## src/rtl/uart_rx.sv

```systemverilog
`default_nettype none
// ============================================================================
// Module   : uart_rx
// Brief    : 8N1 UART receiver with programmable 16x oversampling, receive FIFO
//            and a small register interface. Define UART_RX_MAJORITY_EN for
//            2-of-3 majority sampling at ticks 7/8/9 of each bit.
// Revision : 1.0 - initial release
// ============================================================================
module uart_rx #(
    parameter int FIFO_DEPTH = 8
) (
    input  logic       clk,
    input  logic       reset_n,
    input  logic       wren,
    input  logic       rden,
    input  logic [2:0] addr,
    input  logic [7:0] din,
    output logic [7:0] dout,
    input  logic       rxin,
    output logic       rxirq
);

    localparam int               c_AW          = $clog2(FIFO_DEPTH);
    localparam logic [c_AW:0]    c_DEPTH       = (c_AW + 1)'(FIFO_DEPTH);
    localparam logic [c_AW:0]    c_CNT_ONE     = (c_AW + 1)'(1);
    localparam logic [c_AW-1:0]  c_PTR_ONE     = c_AW'(1);
    localparam logic [2:0]       c_ADDR_PERIOD = 3'd0;
    localparam logic [2:0]       c_ADDR_RXDATA = 3'd2;
    localparam logic [2:0]       c_ADDR_STATUS = 3'd3;
    localparam logic [7:0]       c_PERIOD_RST  = 8'h0C;
`ifdef UART_RX_MAJORITY_EN
    localparam logic [3:0]       c_DECIDE_TCNT = 4'd8;
`else
    localparam logic [3:0]       c_DECIDE_TCNT = 4'd7;
`endif

    typedef enum logic [2:0] {
        S_IDLE   = 3'd0,
        S_START  = 3'd1,
        S_DATA   = 3'd2,
        S_STOP   = 3'd3,
        S_WAITHI = 3'd4
    } state_t;

    state_t            r_state;
    state_t            w_state_nxt;
    logic [1:0]        r_sync;
    logic              r_rx_prev;
    logic              w_rx;
    logic              w_sample;
    logic [7:0]        r_period;
    logic [8:0]        r_tick_cnt;
    logic              w_tick;
    logic [3:0]        r_tcnt;
    logic [2:0]        r_bitcnt;
    logic [7:0]        r_shift;
    logic              w_decide;
    logic              w_restart;
    logic              w_shift;
    logic              w_push_req;
    logic              w_ferr_set;
    logic [7:0]        r_mem [FIFO_DEPTH];
    logic [c_AW-1:0]   r_wr_ptr;
    logic [c_AW-1:0]   r_rd_ptr;
    logic [c_AW:0]     r_count;
    logic              w_full;
    logic              w_avail;
    logic              w_pop;
    logic              w_push;
    logic              w_ovr_set;
    logic              w_stat_wr;
    logic              r_overrun;
    logic              r_frameerr;
    logic [7:0]        r_dout;
    logic [7:0]        w_rdata;

    assign w_rx     = r_sync[1];
    assign w_tick   = (r_tick_cnt == 9'd0);
    assign w_decide = w_tick && (r_tcnt == c_DECIDE_TCNT);

    always_ff @(posedge clk or negedge reset_n) begin
        if (!reset_n) begin
            r_sync    <= 2'b11;
            r_rx_prev <= 1'b1;
        end else begin
            r_sync    <= {r_sync[0], rxin};
            r_rx_prev <= w_rx;
        end
    end

    // Reload value 2*PERIOD+1 gives one tick every 2*(PERIOD+1) clocks
    always_ff @(posedge clk or negedge reset_n) begin
        if (!reset_n) begin
            r_tick_cnt <= 9'd0;
        end else if (w_restart || w_tick) begin
            r_tick_cnt <= {r_period, 1'b1};
        end else begin
            r_tick_cnt <= r_tick_cnt - 9'd1;
        end
    end

`ifdef UART_RX_MAJORITY_EN
    logic [1:0] r_maj;
    always_ff @(posedge clk or negedge reset_n) begin
        if (!reset_n) begin
            r_maj <= 2'b11;
        end else if (w_tick && (r_tcnt == 4'd6)) begin
            r_maj[0] <= w_rx;
        end else if (w_tick && (r_tcnt == 4'd7)) begin
            r_maj[1] <= w_rx;
        end
    end
    assign w_sample = (r_maj[0] & r_maj[1]) | (r_maj[0] & w_rx) | (r_maj[1] & w_rx);
`else
    assign w_sample = w_rx;
`endif

    always_ff @(posedge clk or negedge reset_n) begin
        if (!reset_n) begin
            r_state <= S_IDLE;
        end else begin
            r_state <= w_state_nxt;
        end
    end

    always_comb begin
        w_state_nxt = r_state;
        w_restart   = 1'b0;
        w_shift     = 1'b0;
        w_push_req  = 1'b0;
        w_ferr_set  = 1'b0;
        case (r_state)
            S_IDLE: begin
                if (r_rx_prev && !w_rx) begin
                    w_state_nxt = S_START;
                    w_restart   = 1'b1;
                end
            end
            S_START: begin
                if (w_decide) begin
                    w_state_nxt = w_sample ? S_IDLE : S_DATA;
                end
            end
            S_DATA: begin
                if (w_decide) begin
                    w_shift = 1'b1;
                    if (r_bitcnt == 3'd7) begin
                        w_state_nxt = S_STOP;
                    end
                end
            end
            S_STOP: begin
                if (w_decide) begin
                    if (w_sample) begin
                        w_push_req  = 1'b1;
                        w_state_nxt = S_IDLE;
                    end else begin
                        w_ferr_set  = 1'b1;
                        w_state_nxt = S_WAITHI;
                    end
                end
            end
            S_WAITHI: begin
                if (w_rx) begin
                    w_state_nxt = S_IDLE;
                end
            end
            default: w_state_nxt = S_IDLE;
        endcase
    end

    // Bit-phase tick count wraps every 16 ticks, aligned to the start edge
    always_ff @(posedge clk or negedge reset_n) begin
        if (!reset_n) begin
            r_tcnt   <= 4'd0;
            r_bitcnt <= 3'd0;
            r_shift  <= 8'h00;
        end else begin
            if (w_restart) begin
                r_tcnt   <= 4'd0;
                r_bitcnt <= 3'd0;
            end else begin
                if (w_tick) begin
                    r_tcnt <= r_tcnt + 4'd1;
                end
                if (w_shift) begin
                    r_bitcnt <= r_bitcnt + 3'd1;
                end
            end
            if (w_shift) begin
                r_shift <= {w_sample, r_shift[7:1]};
            end
        end
    end

    assign w_full    = (r_count == c_DEPTH);
    assign w_avail   = (r_count != '0);
    assign w_pop     = rden && (addr == c_ADDR_RXDATA) && w_avail;
    assign w_push    = w_push_req && (!w_full || w_pop);
    assign w_ovr_set = w_push_req && w_full && !w_pop;
    assign w_stat_wr = wren && (addr == c_ADDR_STATUS);

    always_ff @(posedge clk) begin
        if (w_push) begin
            r_mem[r_wr_ptr] <= r_shift;
        end
    end

    always_ff @(posedge clk or negedge reset_n) begin
        if (!reset_n) begin
            r_wr_ptr <= '0;
            r_rd_ptr <= '0;
            r_count  <= '0;
        end else begin
            if (w_push) begin
                r_wr_ptr <= r_wr_ptr + c_PTR_ONE;
            end
            if (w_pop) begin
                r_rd_ptr <= r_rd_ptr + c_PTR_ONE;
            end
            case ({w_push, w_pop})
                2'b10:   r_count <= r_count + c_CNT_ONE;
                2'b01:   r_count <= r_count - c_CNT_ONE;
                default: r_count <= r_count;
            endcase
        end
    end

    // A flag set in the same cycle as a clearing write takes priority
    always_ff @(posedge clk or negedge reset_n) begin
        if (!reset_n) begin
            r_overrun  <= 1'b0;
            r_frameerr <= 1'b0;
            r_period   <= c_PERIOD_RST;
        end else begin
            if (w_ovr_set) begin
                r_overrun <= 1'b1;
            end else if (w_stat_wr) begin
                r_overrun <= 1'b0;
            end
            if (w_ferr_set) begin
                r_frameerr <= 1'b1;
            end else if (w_stat_wr) begin
                r_frameerr <= 1'b0;
            end
            if (wren && (addr == c_ADDR_PERIOD)) begin
                r_period <= din;
            end
        end
    end

    always_comb begin
        w_rdata = 8'h00;
        case (addr)
            c_ADDR_PERIOD: w_rdata = r_period;
            c_ADDR_RXDATA: if (w_avail) w_rdata = r_mem[r_rd_ptr];
            c_ADDR_STATUS: w_rdata = {4'b0000, r_frameerr, r_overrun, w_full, w_avail};
            default:       w_rdata = 8'h00;
        endcase
    end

    always_ff @(posedge clk or negedge reset_n) begin
        if (!reset_n) begin
            r_dout <= 8'h00;
        end else if (rden) begin
            r_dout <= w_rdata;
        end
    end

    assign dout  = r_dout;
    assign rxirq = w_avail;

endmodule
`default_nettype wire

```

## config.mk

```make
export PLATFORM = sky130hd
export DESIGN_NAME = uart_rx
export DESIGN_NICKNAME = d
export VERILOG_FILES = /design/src/rtl/uart_rx.sv
export SDC_FILE = /design/constraint.sdc
export NUM_CORES = 1
export LEC_CHECK = 0
export CORE_MARGIN = 5
export CORE_UTILIZATION = 45
export DETAILED_ROUTE_END_ITERATION = 8
export PLACE_DENSITY = 0.71
export SLEW_MARGIN = 20
export SYNTH_ARGS = -nofsm -noshare
export SYNTH_HDL_FRONTEND = slang
export SYNTH_SLANG_ARGS = --single-unit
```

## constraint.sdc

```tcl
create_clock -name clk -period 6.45 [get_ports clk]
set_input_delay 1.6125 -clock clk [delete_from_list [all_inputs] [get_ports clk]]
set_output_delay 1.6125 -clock clk [all_outputs]
set_load 0.02 [all_outputs]
```

==> flow_summary.yaml, run 1 <==
status:
  outcome: "finished clean"
final_layout:
  fin_cells: 535
  drive_gt1_frac: 0.242
  nets: 405
  antenna_cells: 0
  fill_cells: 915
  area_growth_syn_to_layout_pct: 18.3
cts:
  cts_made_buffers: 17
  h-tree-depth: 4
  cts_tree: "done"
  post_cts_resized: 0
  clk_path_buf_depth: 2
  post_cts.repair.setup_buffers: 0
  clockRootBuffer: "clkbuf_16"
  holdBufCountCts: 0
  clkLatencyLatePin_ps: 410
  path_clk_slew_ps: 50
  clkSinkCount: 122
logic_synthesis:
  synth_common_cells: "64 x edfxtp_1, 53 x dfrtp_1, 29 x mux2_2"
  synth_simple_gate_area_share: 0.101
  synth_xor_area_frac: 0.0301
  yosysTopAreaCell: "edfxtp_1"
  syn_nets: 373
  synth_area_mm2: 0.00524
  synthArstFlopShare: 0.475
  avgSynthCellArea_um2: 15.1
  synth_adder_area_share: 0.0239
  synth_top_family_by_area: "multiplexers"
  syn_inst: 347
  synth-seq-cells: 122
  ys_types: 45
  synth_edf_count: 64
  yosysMostFrequentCell: "edfxtp_1"
  synthMuxAreaShare: 0.137
  ys_seq_area_frac: 0.645
  synth_top_area_frac: 0.367
  synth_ff_type: "edfxtp_1"
  synth_compound_area_frac: 0.0425
  synth_top_cells_by_area: "edfxtp_1 37%, dfrtp_1 25%, mux4_2 6.9%, mux2_2 6.2%, dfstp_2 2.5%"
  yosys_warnings: 0
sta:
  finalClockSkew_ps: 7.13
  tightest_slew_ps: 1050
  setup_viol: 0
  fmax_ghz: 0.213
  slew_headroom: 0.293
  final.period_utilization: 0.727
  finalWorstPathRequiredPeriod_ps: 4690
  finalHoldViolCount: 0
  rsz0062_at_grt: "false"
  tns_ps: 0
  slew_viol_final: 0
min_path:
  hold_path.class: "register to register"
global_routing:
  grt_pass1_wl_um: 17600
  grt_max_degree: 59
  grt_pass1_vias: 3182
  antenna_found_initial: 0
  grtUsageTotal: 0.164
  grt_overflow: 0
drt:
  via_per_inst: 5.61
  drtPass1Iterations: 4
  drcViolationCount: 0
  wl_per_cell_um: 19.8
  drt_iter0_drc: 291
  wirelength_um: 10600
  postRouteAntennaNets: 0
  via_count: 3002
placement:
  routabilityCongestion: 0.840
  dpl.hpwl_um: 6970
  io_buffer_count: 24
  dp.cells: 503
worst_setup_path:
  crit_path_max_fanout: 19
  setup.worst_path.end: "r_count[2]$_DFFE_PN0P_"
  endpoint_kind: "register"
  cp_slowest_cell: "clkdlybuf4s50_1"
  timing.rr.start: "r_tick_cnt[0]$_DFF_PN0_"
  r2r_slack_ps: 3230
  setup.worst_path.start: "rden"
  crit_path_start_kind: "input port"
  cp.arrival_ps: 4980
  reg2reg_to: "r_count[2]$_DFFE_PN0P_"
  critPathKind: "input port to register"
  cp.required_ps: 6740
  crit_top_cell: "xor2_1"
  cpPeakStageDelay_ps: 860
  reg2reg_depth: 12
  crit_path_cell_trace: "clkdlybuf4s50_1, or2b_2, o211ai_1, nand4_2, ha_1, xor2_1, ha_1, a21oi_1, xor2_1, nor2_1, xor2_1"
pwr:
  ir_drop_uv: 201
  p_leak_nw: 2.49
  power.density_mw_per_mm2: 374
floorplan:
  placementRows: 39
  dieWidth_um: 118
  ios: 25
  die_h_um: 118
  start_util: 0.459
  coreArea_mm2: 0.0114
  design.die.area_mm2: 0.0139
flow_run:
  cap_violations: 0
## logic make-up after synthesis
| group | count (synthesis) |
|---|---|
| buffers and inverters | 22 |
| AND/OR/NAND/NOR | 90 |
| flip-flops | 122 |
| XOR/XNOR | 18 |
| adder cells (fa/ha/maj) | 10 |
| multiplexers | 48 |
| AO/OA/AOI/OAI | 37 |
## sequential cells by signal (all words and copies together), names as in the netlist, 2 cells and up
name and flops:
r_shift 8, r_bitcnt 3, r_tick_cnt 9, r_count 4, r_tcnt 4, r_rd_ptr 3, r_state 3, dout 8
r_wr_ptr 3, r_mem 64, r_sync 2, r_period 8
## through the flow
step / instance area [µm²] / setup slack (ps) / hold slack [ps] / power, mW / utilization
6_report: 6200 / 1760 / 361 / 2.32 / 0.543
5_1_grt: 6200 / 1500 / 359 / 2.42 / 0.543
4_1_cts: 6200 / 1780 / 361 / 2.33 / 0.543
3_5_place_dp: 5600 / 1360 / 355 / 1.40 / 0.490
3_3_place_gp: 5600 / 1520 / 349 / 1.39 / 0.490
2_1_floorplan: 5240 / 2590 / 345 / 1.28 / -
## worst min path at each step
stage	startpoint	slack, ps	depth (start not counted)	endpoint
final	r_sync[0]$_DFF_PN1_	360	0	r_sync[1]$_DFF_PN1_
after global routing	r_sync[0]$_DFF_PN1_	360	0	r_sync[1]$_DFF_PN1_
after CTS	r_sync[0]$_DFF_PN1_	360	0	r_sync[1]$_DFF_PN1_
after detailed placement	r_sync[0]$_DFF_PN1_	350	0	r_sync[1]$_DFF_PN1_
after global placement	r_sync[0]$_DFF_PN1_	350	0	r_sync[1]$_DFF_PN1_
after floorplan	r_sync[0]$_DFF_PN1_	350	0	r_sync[1]$_DFF_PN1_
## area by class of cell
cell class | count | area [µm²] | area share
clock buffers | 27 | 576 | 0.0929
clock inverters | 5 | 25.0 | 0.00404
inverters | 8 | 30.0 | 0.00484
multi-input cells | 203 | 1750 | 0.283
flip-flops and latches | 122 | 3380 | 0.545
well taps | 143 | 179 | 0.0289
repair buffers | 27 | 258 | 0.0416
## layer usage
| layer | up-vias | track usage | share of wire |
|---|---|---|---|
| met1 | 1521 | 0.220 | 0.43 |
| met3 | 19 | 0.0447 | 0.055 |
| met4 | 0 | 0.0659 | 0.020 |
| li1 | 1372 | - | - |
| met5 | - | 0 | 0 |
| met2 | 90 | 0.256 | 0.49 |
## critical path, delay by kind of cell
| kind | cells | cell delay, ps |
|---|---|---|
| AND/OR/NAND/NOR | 3 | 870 |
| adder cells (fa/ha/maj) | 2 | 620 |
| AO/OA/AOI/OAI | 2 | 520 |
| XOR/XNOR | 3 | 490 |
| buffers and inverters | 1 | 860 |
## layout by cell type, fill, tap and decap left out, drive strengths merged, types with 3 or more instances in the layout
cell and instances:
dfrtp 53, and3b 3, a21oi 7, mux2i 3
nor3 8, and2 4, nor4 6, clkbuf 27
nand4 4, nand2 21, mux2 29, nor2 21
o21ai 15, dfstp 5, edfxtp 64, clkinv 5
a22oi 5, mux4 16, nand3 11, a31oi 4
inv 8, clkdlybuf4s50 23, xnor2 12, nor4b 3
buf 4, xor2 6, ha 10
## where the power goes
group	total (mW)	leakage, nW	internal [mW]	switching, mW
Combinational	0.375	0.741	0.214	0.162
Clock	0.928	0.305	0.606	0.322
Sequential	1.02	1.45	0.887	0.129
Total	2.32	2.49	1.71	0.613
Power figures use the tool's default switching activity.
==> run 2, diff against run 1 <==
==> constraint.sdc (replaced) <==
create_clock -name clk -period 4.8 [get_ports clk]
set_input_delay 1.2 -clock clk [delete_from_list [all_inputs] [get_ports clk]]
set_output_delay 1.2 -clock clk [all_outputs]
set_load 0.02 [all_outputs]
==> run 2 against run 1 <==
  * Clock skew hardly changed
  * Critical path depth stayed put
  * Combinational power is 31% higher
  * Worst hold slack worse by 2.9 ps
  * Total power is 37% higher
  * Wire length is 1.0% lower
  * Count of clock-buffer cells in the layout is 4 lower
==> flow_summary.yaml, run 2 (synthesis results as in run 1) <==
final_layout:
  largest_reg_flops: 64
  layout_commonest_cell: "edfxtp_1"
  antenna_cells: 0
  final_cell_mix: "64 x edfxtp_1, 53 x dfrtp_1, 29 x mux2_2"
  drive_gt1_frac: 0.256
  fin_util: 0.550
  largestRegisters: "r_mem (64), r_tick_cnt (9)"
  final_cell_area_mm2: 0.00628
  area_growth_syn_to_layout_pct: 19.9
  largest-register: "r_mem"
  nets: 411
floorplan:
  start_util: 0.459
  design.die.area_mm2: 0.0139
  dieWidth_um: 118
  ios: 25
  coreArea_mm2: 0.0114
  die_h_um: 118
  placementRows: 39
worst_setup_path:
  timing.rr.start: "r_tick_cnt[0]$_DFF_PN0_"
  reg2reg_depth: 12
  cp.required_ps: 5090
  cp.arrival_ps: 4080
  crit_path_max_fanout: 12
  crit_path_start_kind: "input port"
  r2r_slack_ps: 1580
  reg2reg_to: "r_count[2]$_DFFE_PN0P_"
  critPathKind: "input port to register"
  endpoint_kind: "register"
cts:
  h-tree-depth: 4
  holdBufCountCts: 0
  post_cts.repair.setup_buffers: 0
  cts_made_buffers: 17
  clk_path_buf_depth: 2
  cts_tree: "done"
  clkLatencyLatePin_ps: 400
  post_cts_resized: 0
  path_clk_slew_ps: 60
  clkSinkCount: 122
  clockRootBuffer: "clkbuf_16"
drt:
  drcViolationCount: 0
  via_count: 2969
  drtPass1Iterations: 4
  drt_iter0_drc: 204
  wirelength_um: 10500
  wl_per_cell_um: 19.3
  postRouteAntennaNets: 0
  via_per_inst: 5.49
sta:
  tns_ps: 0
  rsz0062_at_grt: "false"
  finalHoldViolCount: 0
  setup_viol: 0
  tightest_slew_ps: 1030
  finalWorstPathRequiredPeriod_ps: 3790
  holdWs_ps: 358
  finalClockSkew_ps: 7.03
  fmax_ghz: 0.264
  slew_headroom: 0.315
  final.period_utilization: 0.790
  slew_viol_final: 0
global_routing:
  grt_max_degree: 35
  grt_pass1_wl_um: 16800
  grtUsageTotal: 0.158
  grt_pass1_vias: 3119
  grt_overflow: 0
  antenna_found_initial: 0
min_path:
  min_path_cells: 0
  hold_path.class: "register to register"
  hold-path-endpoint: "r_sync[1]$_DFF_PN1_"
  hold_path.startpoint: "r_sync[0]$_DFF_PN1_"
placement:
  routabilityCongestion: 0.756
  io_buffer_count: 24
  placed_area_mm2: 0.00564
  dpl.hpwl_um: 6800
pwr:
  total_power_mw: 3.18
  p_leak_nw: 2.55
  ir_drop_uv: 310
  power.density_mw_per_mm2: 506
flow_run:
  cap_violations: 0
status:
  outcome: "finished clean"
[run 2: changes by cell type in the layout (fill, tap and decap cells not counted), sizes merged]
cell / before / now
clkinv: 5 / 6
inv: 8 / 10
buf: 4 / 10
bufinv: 0 / 1
clkbuf: 27 / 23
[run 2: layout make-up]
type | count | area (µm²)
clock buffer | 23 | 564
clock inverter | 9 | 72.6
fill | 890 | 5140
inverter | 8 | 30.0
multi-input combinational | 203 | 1750
sequential | 122 | 3380
tap | 143 | 179
timing repair buffer | 33 | 303
[run 2: report_power, final]
part	switching [mW]	internal [mW]	leakage (nW)
Combinational	0.206	0.287	0.773
Clock	0.441	0.876	0.325
Sequential	0.178	1.19	1.45
[run 2: critical path: stages]
cell and delay (ps):
clkdlybuf4s50_1 510, or2b_2 340, o211ai_1 330, nand4_2 420, ha_1 410, xor2_1 170
ha_1 180, a21oi_1 160, xor2_1 160, nor2_1 60, xor2_1 140
[run 2: per-stage QoR]
step	worst slack [ps]	std cells
2_1_floorplan	1350	347
3_3_place_gp	706	509
3_5_place_dp	656	509
4_1_cts	1050	541
5_1_grt	829	541
6_report	1010	541
[run 2: worst max path at each step]
stage / slack, ps / from / end
after CTS: 1050 / addr[0] / r_count[2]$_DFFE_PN0P_
after global placement: 710 / addr[1] / r_count[2]$_DFFE_PN0P_
after floorplan: 1350 / rden / r_mem[0][0]$_DFFE_PP_
final: 1010 / addr[1] / r_count[2]$_DFFE_PN0P_
after global routing: 830 / addr[0] / r_count[2]$_DFFE_PN0P_
after detailed placement: 660 / addr[1] / r_count[2]$_DFFE_PN0P_
[run 2: per-layer routing]
layer,GRT usage,vias to the layer above,wire (µm)
met3,0.0461,10,431
met5,0,-,0
li1,-,1388,-
met4,0.0659,0,149
met1,0.199,1503,4440
met2,0.256,68,5440
==> RTL edit 1: new RTL, config.mk and constraints of run 1 <==
Add a define of `UART_RX_MAJORITY_EN`.
--- a/src/rtl/uart_rx.sv
+++ b/src/rtl/uart_rx.sv
@@ -6,6 +6,8 @@
 //            2-of-3 majority sampling at ticks 7/8/9 of each bit.
 // Revision : 1.0 - initial release
 // ============================================================================
+`define UART_RX_MAJORITY_EN
+
 module uart_rx #(
     parameter int FIFO_DEPTH = 8
 ) (
Behaviour: same outputs for any inputs over 10 cycles, from zero or initial values and one cycle with reset_n low; that may be too few to reach the edited logic, so the function may still have changed.
==> RTL edit 1 against run 1 <==
Via count up 3.3%. Wire length up 0.77%. Global-route usage down 0.36 points. Critical endpoint is now r_mem[2][4]. Clock skew up 1.8 ps. Count of clock-buffer cells in the layout down 4. Sequential cell count up 2. Largest power group unchanged. Cell area up 0.59%. Die area up 1.1%. Synthesized area up 1.2%. Sequential share of layout area up 0.55 points. Worst setup slack better by 220 ps. Utilization up 0.085 points. Power down 5.4%. Highest routed layer unchanged.
==> RTL edit 1: results (changes against run 1) <==
status=complete, no violations; WP data arrival=4480 ps (-500 ps); EDFF count, synth=64 (unchanged); clock slew at reported path FFs=50 ps (about the same); asr flop ratio synth=0.484 (+0.00846); Slew HR=0.258 (-0.0349); TritonCTS buffer count=17 (unchanged); GPL Wtd Cong=0.802 (-4.5%); synth cell count leaders=edfxtp_1 (64), dfrtp_1 (53), nor2_1 (28); HPWL Detailed=7030 microns (+0.78%); Seq/Total Area, Yosys=0.648 (+0.00245); I/O Buffers=24 (unchanged); worst hold path type=reg2reg; vias in the first global route=3180 (-0.063%); Clock Latency Late Sink=410 ps (about the same); DR iter-0 viols=274 (-5.8%); # diodes=0 (unchanged); initial antenna violation count=0 (unchanged); top flop regs=r_mem x64, r_tick_cnt x9; Post-CTS Setup Bufs=0 (unchanged); Main synth FF type=edfxtp_1; largest net degree at the start of global routing=61 (+3.4%); top cells by area, synth=edfxtp_1 (36%), dfrtp_1 (25%), mux4_2 (6.0%), mux2_2 (5.7%), dfstp_2 (3.5%); leakage power=2.57 nW (+2.9%); post-cts resize count=0 (unchanged); DR vias=3100 (+3.3%); Layout Skew=8.89 ps (+1.76 ps); All-Layer GR Usage=0.161 (-0.00362); synth unique cells=50 (+11%); Post-DP Area=5660 sq um (+1.1%); global-route wire length before repair=17400 microns (-1.1%); drt pass-1 iters=4 (unchanged); syn_nets=391 (+4.8%); share of cells above drive strength 1=0.224 (-0.0188); critical-path maximum fanout=16 (-3); warnings from Yosys=0 (unchanged); fin nets=420 (+3.7%); reg-to-reg setup timing slack=3120 ps (-110 ps); Routed WL=10700 microns (+0.77%); Worst VDD drop=0.000247 V (+23%)
-- RTL edit 1: area by class of cell --
class | instances | area (sq um)
Fill cell | 876 | 5230
Sequential cell | 124 | 3430
Multi-Input combinational cell | 216 | 1790
Clock buffer | 23 | 488
Timing Repair Buffer | 25 | 243
Tap cell | 143 | 179
Clock inverter | 9 | 68.8
Inverter | 10 | 37.5
-- RTL edit 1: through the flow --
step,setup slack [ps],cells,hold slack (ps),total power [W]
final,1990,550,354,0.00219
after global routing,1760,550,355,0.00229
after CTS,1980,550,355,0.00221
after detailed placement,1620,518,347,0.00133
after global placement,1660,518,347,0.00131
after floorplan,2820,365,345,0.00123
-- RTL edit 1: critical path, stage by stage --
cell and delay [ps]:
clkdlybuf4s50_1 770, nand3b_1 200, o211ai_1 280, and4_1 440
nand2b_1 220, nor3b_1 940
-- RTL edit 1: cell families (layout without fill, tap and decap cells) --
group | after synthesis | count (layout) | share of synthesized area
xor+xnor | 17 | 17 | 0.0281
mux | 46 | 46 | 0.127
fa+ha+maj | 11 | 11 | 0.0255
compound gates | 45 | 45 | 0.0512
buf+inv | 25 | 67 | 0.0201
simple gates | 97 | 97 | 0.100
flops | 124 | 124 | 0.648
-- RTL edit 1: layer usage --
| metal | global-route usage | wire [microns] |
|---|---|---|
| met1 | 0.220 | 4480 |
| met2 | 0.241 | 5110 |
| met3 | 0.0468 | 864 |
| met4 | 0.0687 | 201 |
| met5 | 0 | 0 |
-- RTL edit 1: report_power, final --
part           internal (W)  switching [W]  total [W]
combinational      0.000159       0.000117   0.000276
clock              0.000563       0.000316   0.000879
sequential         0.000905       0.000134    0.00104
-- RTL edit 1: final timing paths --
path | from | to | cells past startpoint
hold / removal | r_sync[0] | r_sync[1] | 0
min in group asynchronous | reset_n | r_tick_cnt[7] | 2
max in group asynchronous | reset_n | r_rd_ptr[0] | 2
setup / recovery | rden | r_mem[2][4] | 6
setup reg to reg | r_tick_cnt[0] | r_mem[2][4] | 7
hold reg to reg | r_sync[0] | r_sync[1] | 0
==> RTL edit 2: new RTL, flow settings as in run 1 <==
Made on the original files. Re-encode `state_t` (5 states) as one-hot, 5 bits wide.
--- a/src/rtl/uart_rx.sv
+++ b/src/rtl/uart_rx.sv
@@ -34,12 +34,12 @@
     localparam logic [3:0]       c_DECIDE_TCNT = 4'd7;
 `endif
 
-    typedef enum logic [2:0] {
-        S_IDLE   = 3'd0,
-        S_START  = 3'd1,
-        S_DATA   = 3'd2,
-        S_STOP   = 3'd3,
-        S_WAITHI = 3'd4
+    typedef enum logic [4:0] {
+        S_IDLE   = 5'b00001,
+        S_START  = 5'b00010,
+        S_DATA   = 5'b00100,
+        S_STOP   = 5'b01000,
+        S_WAITHI = 5'b10000
     } state_t;
 
     state_t            r_state;
Check against the original RTL: same outputs for any inputs over 10 cycles, from zero or initial values and one cycle with reset_n low; not proved beyond that.
==> RTL edit 2 against run 1 <==
Cell area grew 1.9%. Critical path depth shrank 5. Synthesized area grew 2.9%. Worst setup slack gained 550 ps. Wire length shrank 3.9%. Maximum frequency grew 13%. Sequential cell count grew 2.
Power is not compared: it rests on default switching activity, and its combinational part moved more than twofold at a synthesized area within 25%.
==> RTL edit 2: results (changes against run 1) <==
reg-to-reg setup timing slack=3400 ps (+170 ps); HPWL Detailed=7010 microns (+0.49%); synth unique cells=53 (+18%); clk root buf=clkbuf_16; Clock Latency Late Sink=410 ps (about the same); post-synthesis cell area=5390 sq um (+2.9%); top cells by area, synth=edfxtp_1 (36%), dfrtp_1 (25%), mux4_2 (6.3%), mux2_2 (5.2%), dfstp_2 (2.9%); Post-DP Area=5750 sq um (+2.7%); GPL Wtd Cong=0.859 (+2.2%); initial antenna violation count=0 (unchanged); vias in the first global route=3256 (+2.3%); EDFF count, synth=64 (unchanged); All-Layer GR Usage=0.157 (-0.00736); global-route wire length before repair=17300 microns (-1.6%); Worst VDD drop=0.000182 V; synth cell count leaders=edfxtp_1 (64), dfrtp_1 (54), nand2_1 (41); Fill cells=941 (+2.8%); TritonCTS buffer count=17 (unchanged); syn_nets=397 (+6.4%); switch share=0.239; cells on worst reg2reg path=7 (-5); Main synth FF type=edfxtp_1; worst hold path type=reg2reg; leakage power=2.50 nW; Routed WL=10200 microns (-3.9%); warnings from Yosys=0 (unchanged); I/O Buffers=24 (unchanged); Worst setup EP type=register; Worst Setup SP=rden; worst r2r src=r_tick_cnt[0]; largest net degree at the start of global routing=61 (+3.4%); Layout Skew=13.0 ps (+5.87 ps); status=complete, no violations; post-DR vias/cell=5.41 (-3.6%); clock slew at reported path FFs=50 ps (about the same); Clock Path Buffers=2 (unchanged); hold-critical path depth=0 (unchanged); Seq/Total Area, Yosys=0.636 (-0.00876); asr flop ratio synth=0.484 (+0.00846); critical-path maximum fanout=17 (-2); DR iter-0 viols=182 (-37%); post-cts resize count=0 (unchanged); Post-CTS Setup Bufs=0 (unchanged); fin nets=426 (+5.2%); # diodes=0 (unchanged); drt pass-1 iters=4 (unchanged); share of cells above drive strength 1=0.243 (+0.00103); top flop regs=r_mem x64, r_tick_cnt x9; WP data arrival=4160 ps (-820 ps); H-tree depth=4 (unchanged); R2R Path End=r_mem[3][7]; Slew HR=0.317 (+0.0238)
## RTL edit 2: cell count changes after synthesis, moves of 3 or more
cell / delta
nand3_1: -6
inv_1: -3
xor2_1: +3
mux2i_1: +3
nor3_1: +3
mux2_2: -4
nand2_1: +20
## RTL edit 2: logic make-up after synthesis
logic type,count (synthesis),share of synthesized area
simple gates,109,0.108
compound gates,45,0.0597
mux,47,0.128
buf+inv,21,0.0183
xor+xnor,19,0.0309
fa+ha+maj,8,0.0186
flops,124,0.636
## RTL edit 2: power groups by stage
stage               Clock [W]  Combinational, W  Sequential [W]
floorplan                   0          0.000119        0.000939
global placement            0          0.000163        0.000950
detailed placement          0          0.000166        0.000953
CTS                  0.000871          0.000169        0.000939
global route         0.000914          0.000189        0.000945
finish               0.000856          0.000167        0.000938
## RTL edit 2: how the worst min path moves through the flow
stage / from / end / slack, ps
after floorplan: r_sync[0] / r_sync[1] / 350
after global placement: r_sync[0] / r_sync[1] / 350
after detailed placement: r_sync[0] / r_sync[1] / 350
after CTS: r_sync[0] / r_sync[1] / 360
after global routing: r_sync[0] / r_sync[1] / 360
final: r_sync[0] / r_sync[1] / 360
## RTL edit 2: worst max-delay path: stages
cell             delay (ps)
clkdlybuf4s50_1         800
and4bb_2                320
nand2_1                 180
a211oi_2                400
nand2_1                 200
nor2_1                  640
## RTL edit 2: final cells by class
class	instances	area share
sequential	124	0.543
multi-input combinational	228	0.299
clock buffer	21	0.0763
timing repair buffer	26	0.0396
tap	147	0.0291
clock inverter	11	0.0103
inverter	5	0.00297
## RTL edit 2: stage by stage
stage | total power (W) | cells | setup WS (ps) | utilization | hold WS [ps]
floorplan | 0.00106 | 373 | 2770 | - | 345
global placement | 0.00111 | 530 | 1820 | 0.484 | 348
detailed placement | 0.00112 | 530 | 1610 | 0.485 | 351
CTS | 0.00198 | 562 | 2020 | 0.531 | 359
global route | 0.00205 | 562 | 2150 | 0.533 | 360
finish | 0.00196 | 562 | 2310 | 0.533 | 357
## RTL edit 2: metal layers
metal	vias up	share of wire	routed length (microns)	track usage
li1	1453	-	-	-
met1	1530	0.45	4550	0.207
met2	51	0.51	5160	0.252
met3	7	0.035	353	0.0465
met4	0	0.011	108	0.0494
met5	-	0	0	0
